File: config.mk
export PLATFORM = sky130hd
export DESIGN_NAME = imem_fetch_responder
export DESIGN_NICKNAME = d
export VERILOG_FILES = /design/src/rtl/nes_cpu_pkg.sv /design/src/rtl/imem_fetch_responder.sv
export SDC_FILE = /design/constraint.sdc
export NUM_CORES = 1
export LEC_CHECK = 0
export ABC_AREA = 0
export CORE_AREA = 2 2 77 86
export CTS_CLUSTER_SIZE = 40
export DETAILED_ROUTE_END_ITERATION = 16
export DIE_AREA = 0 0 79 88
export PLACE_DENSITY = 0.64
export SLEW_MARGIN = 20
export SYNTH_ARGS = -nofsm -noshare
export SYNTH_HDL_FRONTEND = slang
export SYNTH_SLANG_ARGS = --single-unit
File: constraint.sdc
create_clock -name clk_i -period 5.1 [get_ports clk_i]
set_clock_uncertainty 0.1 [all_clocks]
set_input_delay 0.765 -clock clk_i [delete_from_list [all_inputs] [get_ports clk_i]]
set_output_delay 0.765 -clock clk_i [all_outputs]
set_load 0.02 [all_outputs]
File: src/rtl/nes_cpu_pkg.sv
// Shared widths and fetch-responder state encoding for the NES CPU memory side.
package nes_cpu_pkg;

  localparam int MEM_ADDR_SIZE  = 16;
  localparam int BYTE           = 8;
  localparam int FETCH_BUNDLE_W = 3 * BYTE;

  typedef enum logic [2:0] {
    IDLE = 3'd0,
    RD0  = 3'd1,
    RD1  = 3'd2,
    RD2  = 3'd3,
    LAST = 3'd4,
    RESP = 3'd5
  } fetch_rsp_state_t;

endpackage

File: src/rtl/imem_fetch_responder.sv
// Gathers opcode + two operand bytes from byte-wide sync memory into one bundle; 5 cycles accept->valid.
// Backpressure: bundle held in RESP until resp_ready_i; no new request accepted until then.
module imem_fetch_responder
  import nes_cpu_pkg::*;
(
  input  logic                      clk_i,
  input  logic                      rst_i,
  input  logic                      flush_i,
  input  logic                      req_valid_i,
  output logic                      req_ready_o,
  input  logic [MEM_ADDR_SIZE-1:0]  req_addr_i,
  output logic                      mem_rd_en_o,
  output logic [MEM_ADDR_SIZE-1:0]  mem_addr_o,
  input  logic [BYTE-1:0]           mem_data_i,
  output logic                      resp_valid_o,
  input  logic                      resp_ready_i,
  output logic [FETCH_BUNDLE_W-1:0] resp_data_o
);

  fetch_rsp_state_t            r_state;
  fetch_rsp_state_t            w_state_nxt;
  logic [MEM_ADDR_SIZE-1:0]    r_mem_addr;
  logic [FETCH_BUNDLE_W-1:0]   r_data;

  assign req_ready_o  = (r_state == IDLE) && !flush_i;
  assign mem_rd_en_o  = (r_state == RD0) || (r_state == RD1) || (r_state == RD2);
  assign resp_valid_o = (r_state == RESP);
  assign mem_addr_o   = r_mem_addr;
  assign resp_data_o  = r_data;

  always_ff @(posedge clk_i) begin
    if (rst_i) begin
      r_state <= IDLE;
    end else begin
      r_state <= w_state_nxt;
    end
  end

  always_comb begin
    w_state_nxt = r_state;
    case (r_state)
      IDLE:    if (req_valid_i && req_ready_o) w_state_nxt = RD0;
      RD0:     w_state_nxt = RD1;
      RD1:     w_state_nxt = RD2;
      RD2:     w_state_nxt = LAST;
      LAST:    w_state_nxt = RESP;
      RESP:    if (resp_ready_i) w_state_nxt = IDLE;
      default: w_state_nxt = IDLE;
    endcase
    if (flush_i) w_state_nxt = IDLE;
  end

  // Memory data lags the strobe by one cycle, so each byte lands one state after its read.
  always_ff @(posedge clk_i) begin
    if (rst_i) begin
      r_mem_addr <= '0;
      r_data     <= '0;
    end else if (!flush_i) begin
      case (r_state)
        IDLE: if (req_valid_i) r_mem_addr <= req_addr_i;
        RD0:  r_mem_addr <= r_mem_addr + MEM_ADDR_SIZE'(1);
        RD1: begin
          r_mem_addr          <= r_mem_addr + MEM_ADDR_SIZE'(1);
          r_data[BYTE-1:0]    <= mem_data_i;
        end
        RD2:  r_data[2*BYTE-1:BYTE]   <= mem_data_i;
        LAST: r_data[3*BYTE-1:2*BYTE] <= mem_data_i;
        default: ;
      endcase
    end
  end

endmodule

==> results of run 1 <==
path summary, 6_finish.rpt:
kind         slack, ns              end  cells after the start             from
min reg2reg       0.36  resp_data_o[15]                      2  resp_data_o[15]
min               0.36  resp_data_o[15]                      2  resp_data_o[15]
max               2.01      req_ready_o                      3          flush_i
max reg2reg       2.78   mem_addr_o[10]                      5       r_state[1]
stage by stage:
step	power (W)	std cells	setup WS (ns)	util [%]
finish	0.000733	410	2.01	48.2
global route	0.000768	410	1.93	48.2
CTS	0.000740	410	2.01	48.2
detailed placement	0.000467	402	2.01	46.3
global placement	0.000466	402	2.04	46.3
floorplan	0.000415	267	2.73	-
cell families (layout without fill, tap and decap cells):
| group | Yosys count | after routing | share of synthesized area [%] |
|---|---|---|---|
| compound gates | 70 | 70 | 21.5 |
| simple gates | 124 | 124 | 29.4 |
| buf+inv | 27 | 90 | 5.99 |
| fa+ha+maj | 1 | 1 | 0.605 |
| mux | 1 | 1 | 0.484 |
| xor+xnor | 1 | 1 | 0.424 |
| flops | 43 | 43 | 41.6 |
layout make-up:
type	instances	area, µm²	share of cell area [%]
repair buffers	76	748	25.5
well taps	80	100	3.41
multi-input cells	197	1080	36.9
flip-flops and latches	43	861	29.4
clock buffers	6	82.6	2.82
clock inverters	2	35.0	1.20
inverters	6	22.5	0.768
power groups by stage:
stage	clock network [W]	logic [W]	registers, W
global placement	0	0.000100	0.000365
detailed placement	0	0.000102	0.000366
CTS	0.000280	0.000102	0.000358
finish	0.000273	0.000102	0.000358
global route	0.000298	0.000110	0.000360
floorplan	0	0.0000435	0.000371
critical path, delay by kind of cell:
kind                   cells  cell delay (ns)
buffers and inverters      2             1.22
AND/OR/NAND/NOR            1             0.23
Yosys cell counts, types with 5 or more instances:
cell type	n	area (µm²)
nand2_1	60	225
dfxtp_1	43	861
a21oi_1	32	160
nand3_1	18	90.1
clkbuf_1	11	41.3
o21ai_0	10	50.1
nor2_1	8	30.0
inv_1	6	22.5
nor3_1	6	30.0
and3_1	5	31.3
buf_2	5	25.0
or4_1	5	37.5
metal layers:
| layer | up-vias | GRT usage, % | part of all wire, % |
|---|---|---|---|
| li1 | 1088 | - | - |
| met1 | 1029 | 23.1 | 44 |
| met2 | 92 | 29.3 | 48 |
| met3 | 4 | 4.02 | 6.9 |
| met4 | 0 | 3.92 | 0.53 |
| met5 | - | 0 | 0 |
registers in the layout, summed over array words and instances, names as in the netlist:
name,count
resp_data_o,24
mem_addr_o,16
r_state,3
==> out/results.ini, run 1 <==
[yosys]
synth_edf_count = 0
synth_ff_type = dfxtp_1
synth.avg_cell_area_um2 = 7.74
synth-seq-cells = 43
yosys_warnings = 0
syn_area_um2 = 2070
postSynth.asyncResetShare_pct = 0
synth.distinct_cells = 44
syn-instance-count = 267
ys_seq_area_share_pct = 41.6
synth_fp_nets = 297

[finish]
nNetsFinal = 359
mostFrequentLayoutCell = clkdlybuf4s50_1
design_area_um2 = 2930
fillers = 635
drive_above_1_share_pct = 5.15
final_cell_mix = clkdlybuf4s50_1 (71), nand2_1 (60), dfxtp_1 (43), a21oi_1 (32), nand3_1 (18)
n_antenna_cell = 0
areaGrowthSynthToFinish_pct = 41.8

[clock_tree]
cts_max_path_buffers = 2
hold_buffers = 0
cts_resized = 0
insertion_delay_ns = 0.29
root_buffer = clkbuf_8
clk_pin_slew_ns = 0.08
cts-buffers-inserted = 5
cts_setup_buffers = 0
cts_sinks = 43
cts.htree.levels = 2
tritoncts = yes

[worst_setup_path]
cp-end-kind = output port
cpMostUsedCell = clkdlybuf4s50_1
worstPathArrival_ns = 2.22
worst_path_max_delay_cell = clkdlybuf4s50_1
path_class = in2out
cpPeakStageDelay_ns = 0.64
path_max_fanout = 10
critical_path.cell_chain = clkdlybuf4s50_1, nor4_1, clkdlybuf4s50_1
cp-start-kind = input port
crit_required_ns = 4.24

[die]
num_rows = 30
die-area_um2 = 6950
core_um2 = 6080
io_pins = 72
fp.dieH_um = 88
die_w_um = 79
start_util_pct = 34.0

[drt]
viasPerCell = 5.40
wl_per_cell_um = 14.8
drt-initial-drc-count = 90
ant_nets = 0
drc = 0
num_vias = 2213
routed_wirelength_um = 6090
first_pass_iters = 4

[power]
p_sw_share_pct = 24.5
clockPowerShare_pct = 37.3
seqPwrFrac_pct = 48.8
ir_worst_vdd_mv = 0.118
p_leak_nw = 0.932
p_switching_w = 0.000180
power.density_nw_per_um2 = 250
combPwrFrac_pct = 13.9
intPower_w = 0.000554

[timing]
setup_tns_ns = 0
fin_crit_sh_pct = 60.5
rsz0062_at_grt = no
finalSetupViolations = 0
fin_hold_ws_ns = 0.356
period_needed_ns = 3.09
timing.fmax_ghz = 0.324
slew_violations = 0
tightest_slew_ns = 0.992
hold_violations = 0
relSlewSlack_pct = 33.6

[worst_hold_path]
hp-class = reg2reg

[outcome]
status = complete, no violations

[placed_design]
io_buffer_count = 71
postPlaceCellArea_um2 = 2810
dp_hpwl_um = 4150
gp_congestion = 0.783

[grt]
grt_max_degree = 44
grt_overflow = 0
grt_usage_pct = 17.5
grt_pass1_vias = 2006
antenna_found_initial = 0
grt_pass1_wl_um = 9690

[run]
drv_cap = 0

Power figures use the tool's default switching activity.
==> run 2, diff against run 1 <==
==> constraint.sdc (replaced) <==
create_clock -name clk_i -period 3.23 [get_ports clk_i]
set_clock_uncertainty 0.1 [all_clocks]
set_input_delay 0.4845 -clock clk_i [delete_from_list [all_inputs] [get_ports clk_i]]
set_output_delay 0.4845 -clock clk_i [all_outputs]
set_load 0.02 [all_outputs]
==> out/results.ini, run 2 (same netlist as run 1, synthesis figures left out) <==
[finish]
drive_above_1_share_pct = 6.29  ; +1.1 points
nNetsFinal = 363  ; +1.1%
design_area_um2 = 2940  ; +0.21%
n_antenna_cell = 0  ; unchanged
final_cell_mix = clkdlybuf4s50_1 (71), nand2_1 (60), dfxtp_1 (43), a21oi_1 (32), nand3_1 (18)
largest_register_ff_count = 24  ; unchanged
fillers = 650  ; +2.4%
postLayoutCoreUtil_pct = 48.3  ; +0.10 points
fin_cells = 414  ; +0.98%
areaGrowthSynthToFinish_pct = 42.1
mostFrequentLayoutCell = clkdlybuf4s50_1

[timing]
setup_tns_ns = 0  ; unchanged
hold_violations = 0  ; unchanged
fin_crit_sh_pct = 77.7
timing.fmax_ghz = 0.398
rsz0062_at_grt = no
slew_violations = 0  ; unchanged
finalSetupViolations = 0  ; unchanged
relSlewSlack_pct = 68.5  ; +35 points
period_needed_ns = 2.51
tightest_slew_ns = 0.470  ; -0.522 ns

[power]
combPwrFrac_pct = 15.0  ; +1.1 points
p_sw_share_pct = 28.0  ; +3.5 points
power.density_nw_per_um2 = 370  ; +48%
ir_worst_vdd_mv = 0.200  ; +69%
intPower_w = 0.000782  ; +41%
p_leak_nw = 0.935  ; +0.33%
p_switching_w = 0.000305  ; +70%
clockPowerShare_pct = 33.0  ; -4.3 points
seqPwrFrac_pct = 52.0  ; +3.2 points

[worst_setup_path]
path_class = in2out
path_max_fanout = 10  ; unchanged
rrSetupSlack_ns = 0.90  ; -1.88 ns
r2r_start = r_state[0]
cp-start-kind = input port
crit_required_ns = 2.65  ; -1.59 ns
startpoint = flush_i
reg2regPathDepth = 6  ; +1
timing.critical_path.to = req_ready_o
worstPathArrival_ns = 1.93  ; -0.29 ns
cp-end-kind = output port
r2r-end = mem_addr_o[10]

[clock_tree]
cts-buffers-inserted = 5  ; unchanged
root_buffer = clkbuf_8
cts_max_path_buffers = 2  ; unchanged
hold_buffers = 0  ; unchanged
cts.htree.levels = 2  ; unchanged
cts_sinks = 43  ; unchanged
clk_pin_slew_ns = 0.08  ; about the same
insertion_delay_ns = 0.30  ; about the same
tritoncts = yes
cts_setup_buffers = 0  ; unchanged
cts_resized = 0  ; unchanged

[die]
die-area_um2 = 6950  ; unchanged
die_w_um = 79  ; unchanged
fp.dieH_um = 88  ; unchanged
start_util_pct = 34.0  ; unchanged
num_rows = 30  ; unchanged
core_um2 = 6080  ; unchanged
io_pins = 72  ; unchanged

[grt]
grt_pass1_vias = 2145  ; +6.9%
grt_pass1_wl_um = 10200  ; +5.5%
grt_max_degree = 43  ; -2.3%
grt_overflow = 0  ; unchanged
grt_usage_pct = 18.3  ; +0.81 points
antenna_found_initial = 0  ; unchanged

[drt]
ant_nets = 0  ; unchanged
first_pass_iters = 4  ; unchanged
drc = 0  ; unchanged
wl_per_cell_um = 14.7  ; -1.2%
viasPerCell = 5.32  ; -1.4%
num_vias = 2203  ; -0.45%
drt-initial-drc-count = 90  ; unchanged
routed_wirelength_um = 6070  ; -0.25%

[placed_design]
gp_congestion = 0.832  ; +6.3%
io_buffer_count = 71  ; unchanged
dp.cells = 406  ; +1.0%
dp_hpwl_um = 4280  ; +3.1%
postPlaceCellArea_um2 = 2840  ; +1.1%

[outcome]
status = complete, no violations

[worst_hold_path]
hp-class = reg2reg

[run]
drv_cap = 0  ; unchanged

[run 2: layout make-up]
type	instances	area, µm²	share of cell area (%)
inverter	6	22.5	0.767
multi-input combinational	197	1080	36.8
tap	80	100	3.41
clock buffer	5	68.8	2.34
timing repair buffer	80	778	26.5
clock inverter	3	25.0	0.852
sequential	43	861	29.3
[run 2: metrics by stage]
stage               hold slack [ns]  setup WS (ns)  total power, W
floorplan                     0.435           1.20        0.000655
global placement              0.343          0.622        0.000740
detailed placement            0.348          0.586        0.000741
CTS                           0.359          0.699         0.00110
global route                  0.371          0.630         0.00114
finish                        0.356          0.719         0.00109
[run 2: metal layers]
layer | GRT usage [%] | part of all wire, %
met5 | 0 | 0
met4 | 4.08 | 1.2
met3 | 4.12 | 6.2
met2 | 31.7 | 49
met1 | 23.4 | 44
[run 2: worst max-delay path: stages]
cell and delay (ns):
clkdlybuf4s50_1 0.56, nor4_1 0.23, clkdlybuf4s50_1 0.65
[run 2: power by group through the flow]
stage / Clock (W) / Sequential, W / Combinational (W)
final: 0.000358 / 0.000565 / 0.000163
after global routing: 0.000396 / 0.000569 / 0.000177
after CTS: 0.000370 / 0.000565 / 0.000165
after detailed placement: 0 / 0.000577 / 0.000164
after global placement: 0 / 0.000577 / 0.000163
after floorplan: 0 / 0.000586 / 0.0000687
[run 2: worst min path at each step]
stage,startpoint,to,slack [ns],cells after the start
6_report,resp_data_o[11],resp_data_o[11],0.36,2
5_1_grt,resp_data_o[19],resp_data_o[19],0.37,2
4_1_cts,resp_data_o[11],resp_data_o[11],0.36,2
3_5_place_dp,resp_data_o[11],resp_data_o[11],0.35,2
3_3_place_gp,resp_data_o[3],resp_data_o[3],0.34,2
2_1_floorplan,resp_data_o[0],resp_data_o[0],0.43,2
==> run 3, diff against run 2 <==
==> constraint.sdc (replaced) <==
create_clock -name clk_i -period 2.4 [get_ports clk_i]
set_clock_uncertainty 0.1 [all_clocks]
set_input_delay 0.36 -clock clk_i [delete_from_list [all_inputs] [get_ports clk_i]]
set_output_delay 0.36 -clock clk_i [all_outputs]
set_load 0.02 [all_outputs]
==> out/results.ini, run 3 (same netlist as run 1, synthesis figures left out) <==
[finish]
postLayoutCoreUtil_pct = 49.3  ; +1.0 points
drive_above_1_share_pct = 7.67  ; +1.4 points
final_cell_mix = clkdlybuf4s50_1 (71), nand2_1 (60), dfxtp_1 (43), a21oi_1 (32), nand3_1 (18)
nNetsFinal = 368  ; +1.4%
areaGrowthSynthToFinish_pct = 45.1
n_antenna_cell = 0  ; unchanged
mostFrequentLayoutCell = clkdlybuf4s50_1
largest_register_ff_count = 24  ; unchanged

[grt]
grt_usage_pct = 17.6  ; -0.70 points
grt_pass1_vias = 2047  ; -4.6%
grt_overflow = 0  ; unchanged
antenna_found_initial = 0  ; unchanged
grt_pass1_wl_um = 9860  ; -3.6%
grt_max_degree = 43  ; unchanged

[die]
num_rows = 30  ; unchanged
io_pins = 72  ; unchanged
die-area_um2 = 6950  ; unchanged
die_w_um = 79  ; unchanged
core_um2 = 6080  ; unchanged
fp.dieH_um = 88  ; unchanged
start_util_pct = 34.0  ; unchanged

[drt]
num_vias = 2215  ; +0.54%
ant_nets = 0  ; unchanged
viasPerCell = 5.29  ; -0.66%
routed_wirelength_um = 6040  ; -0.61%
first_pass_iters = 4  ; unchanged
wl_per_cell_um = 14.4  ; -1.8%
drc = 0  ; unchanged
drt-initial-drc-count = 93  ; +3.3%

[timing]
relSlewSlack_pct = 36.3  ; -32 points
hold_violations = 0  ; unchanged
fin_crit_sh_pct = 89.4
tightest_slew_ns = 0.953  ; +0.482 ns
rsz0062_at_grt = no
timing.fmax_ghz = 0.466
finalSetupViolations = 0  ; unchanged
slew_violations = 0  ; unchanged
period_needed_ns = 2.15
setup_tns_ns = 0  ; unchanged

[worst_setup_path]
crit_required_ns = 1.94  ; -0.71 ns
cp-start-kind = flop
worstPathArrival_ns = 1.69  ; -0.24 ns
path_max_fanout = 8  ; -2
path_class = reg2out
cp-end-kind = output port

[clock_tree]
cts_resized = 0  ; unchanged
cts_max_path_buffers = 2  ; unchanged
tritoncts = yes
cts_setup_buffers = 0  ; unchanged
insertion_delay_ns = 0.29  ; about the same
hold_buffers = 0  ; unchanged
cts.htree.levels = 2  ; unchanged
cts_sinks = 43  ; unchanged
clk_pin_slew_ns = 0.09  ; about the same
root_buffer = clkbuf_8
cts-buffers-inserted = 5  ; unchanged

[placed_design]
dp_hpwl_um = 4250  ; -0.52%
gp_congestion = 0.872  ; +4.8%
io_buffer_count = 71  ; unchanged

[power]
ir_worst_vdd_mv = 0.240  ; +21%
p_leak_nw = 0.977  ; +4.4%
power.density_nw_per_um2 = 527  ; +43%

[run]
drv_cap = 0  ; unchanged

[worst_hold_path]
hp-class = reg2reg

[outcome]
status = complete, no violations

## run 3: changes by cell type in the layout (fill, tap and decap cells not counted), sizes merged
cell      delta
clkbuf       +1
clkinvlp     -1
buf          +5
bufinv       +1
clkinv       -1
## run 3: layout make-up
cell class | count | area, µm²
inverters | 6 | 22.5
clock inverters | 2 | 35.0
well taps | 80 | 100
multi-input cells | 197 | 1080
flip-flops and latches | 43 | 861
clock buffers | 6 | 82.6
fillers | 621 | 3080
repair buffers | 85 | 816
## run 3: worst max-delay path: stages, from the launching register on
cell and delay (ns):
dfxtp_1 0.42, buf_4 0.19, nor2_1 0.06, nor2_1 0.09
clkdlybuf4s50_1 0.63
## run 3: routing by layer
metal | track usage (%) | part of all wire, % | vias to the layer above
li1 | - | - | 1109
met1 | 23.0 | 44 | 1008
met2 | 29.1 | 47 | 89
met3 | 3.30 | 7.1 | 9
met4 | 6.43 | 1.3 | 0
met5 | 0 | 0 | -
## run 3: path summary, 6_finish.rpt
path,start,endpoint,slack [ns],cells past startpoint
setup / recovery,r_state[1],mem_rd_en_o,0.25,4
setup reg to reg,r_state[1],mem_addr_o[8],0.33,5
hold / removal,resp_data_o[13],resp_data_o[13],0.36,2
hold reg to reg,resp_data_o[13],resp_data_o[13],0.36,2
## run 3: report_power, final
part           internal, W  switching [W]  total (W)
clock network     0.000337       0.000259   0.000596
logic             0.000115       0.000110   0.000226
registers         0.000732      0.0000273   0.000759
total              0.00118       0.000397    0.00158
## run 3: metrics by stage
| step | setup WS [ns] | total power (W) | hold slack [ns] | std cells | instance area (µm²) |
|---|---|---|---|---|---|
| final | 0.255 | 0.00158 | 0.356 | 419 | 3000 |
| after global routing | 0.158 | 0.00164 | 0.369 | 419 | 3000 |
| after CTS | 0.249 | 0.00159 | 0.359 | 419 | 3000 |
| after detailed placement | 0.106 | 0.00100 | 0.347 | 411 | 2880 |
| after global placement | 0.115 | 0.00100 | 0.342 | 411 | 2880 |
| after floorplan | 0.436 | 0.000882 | 0.396 | 267 | 2070 |
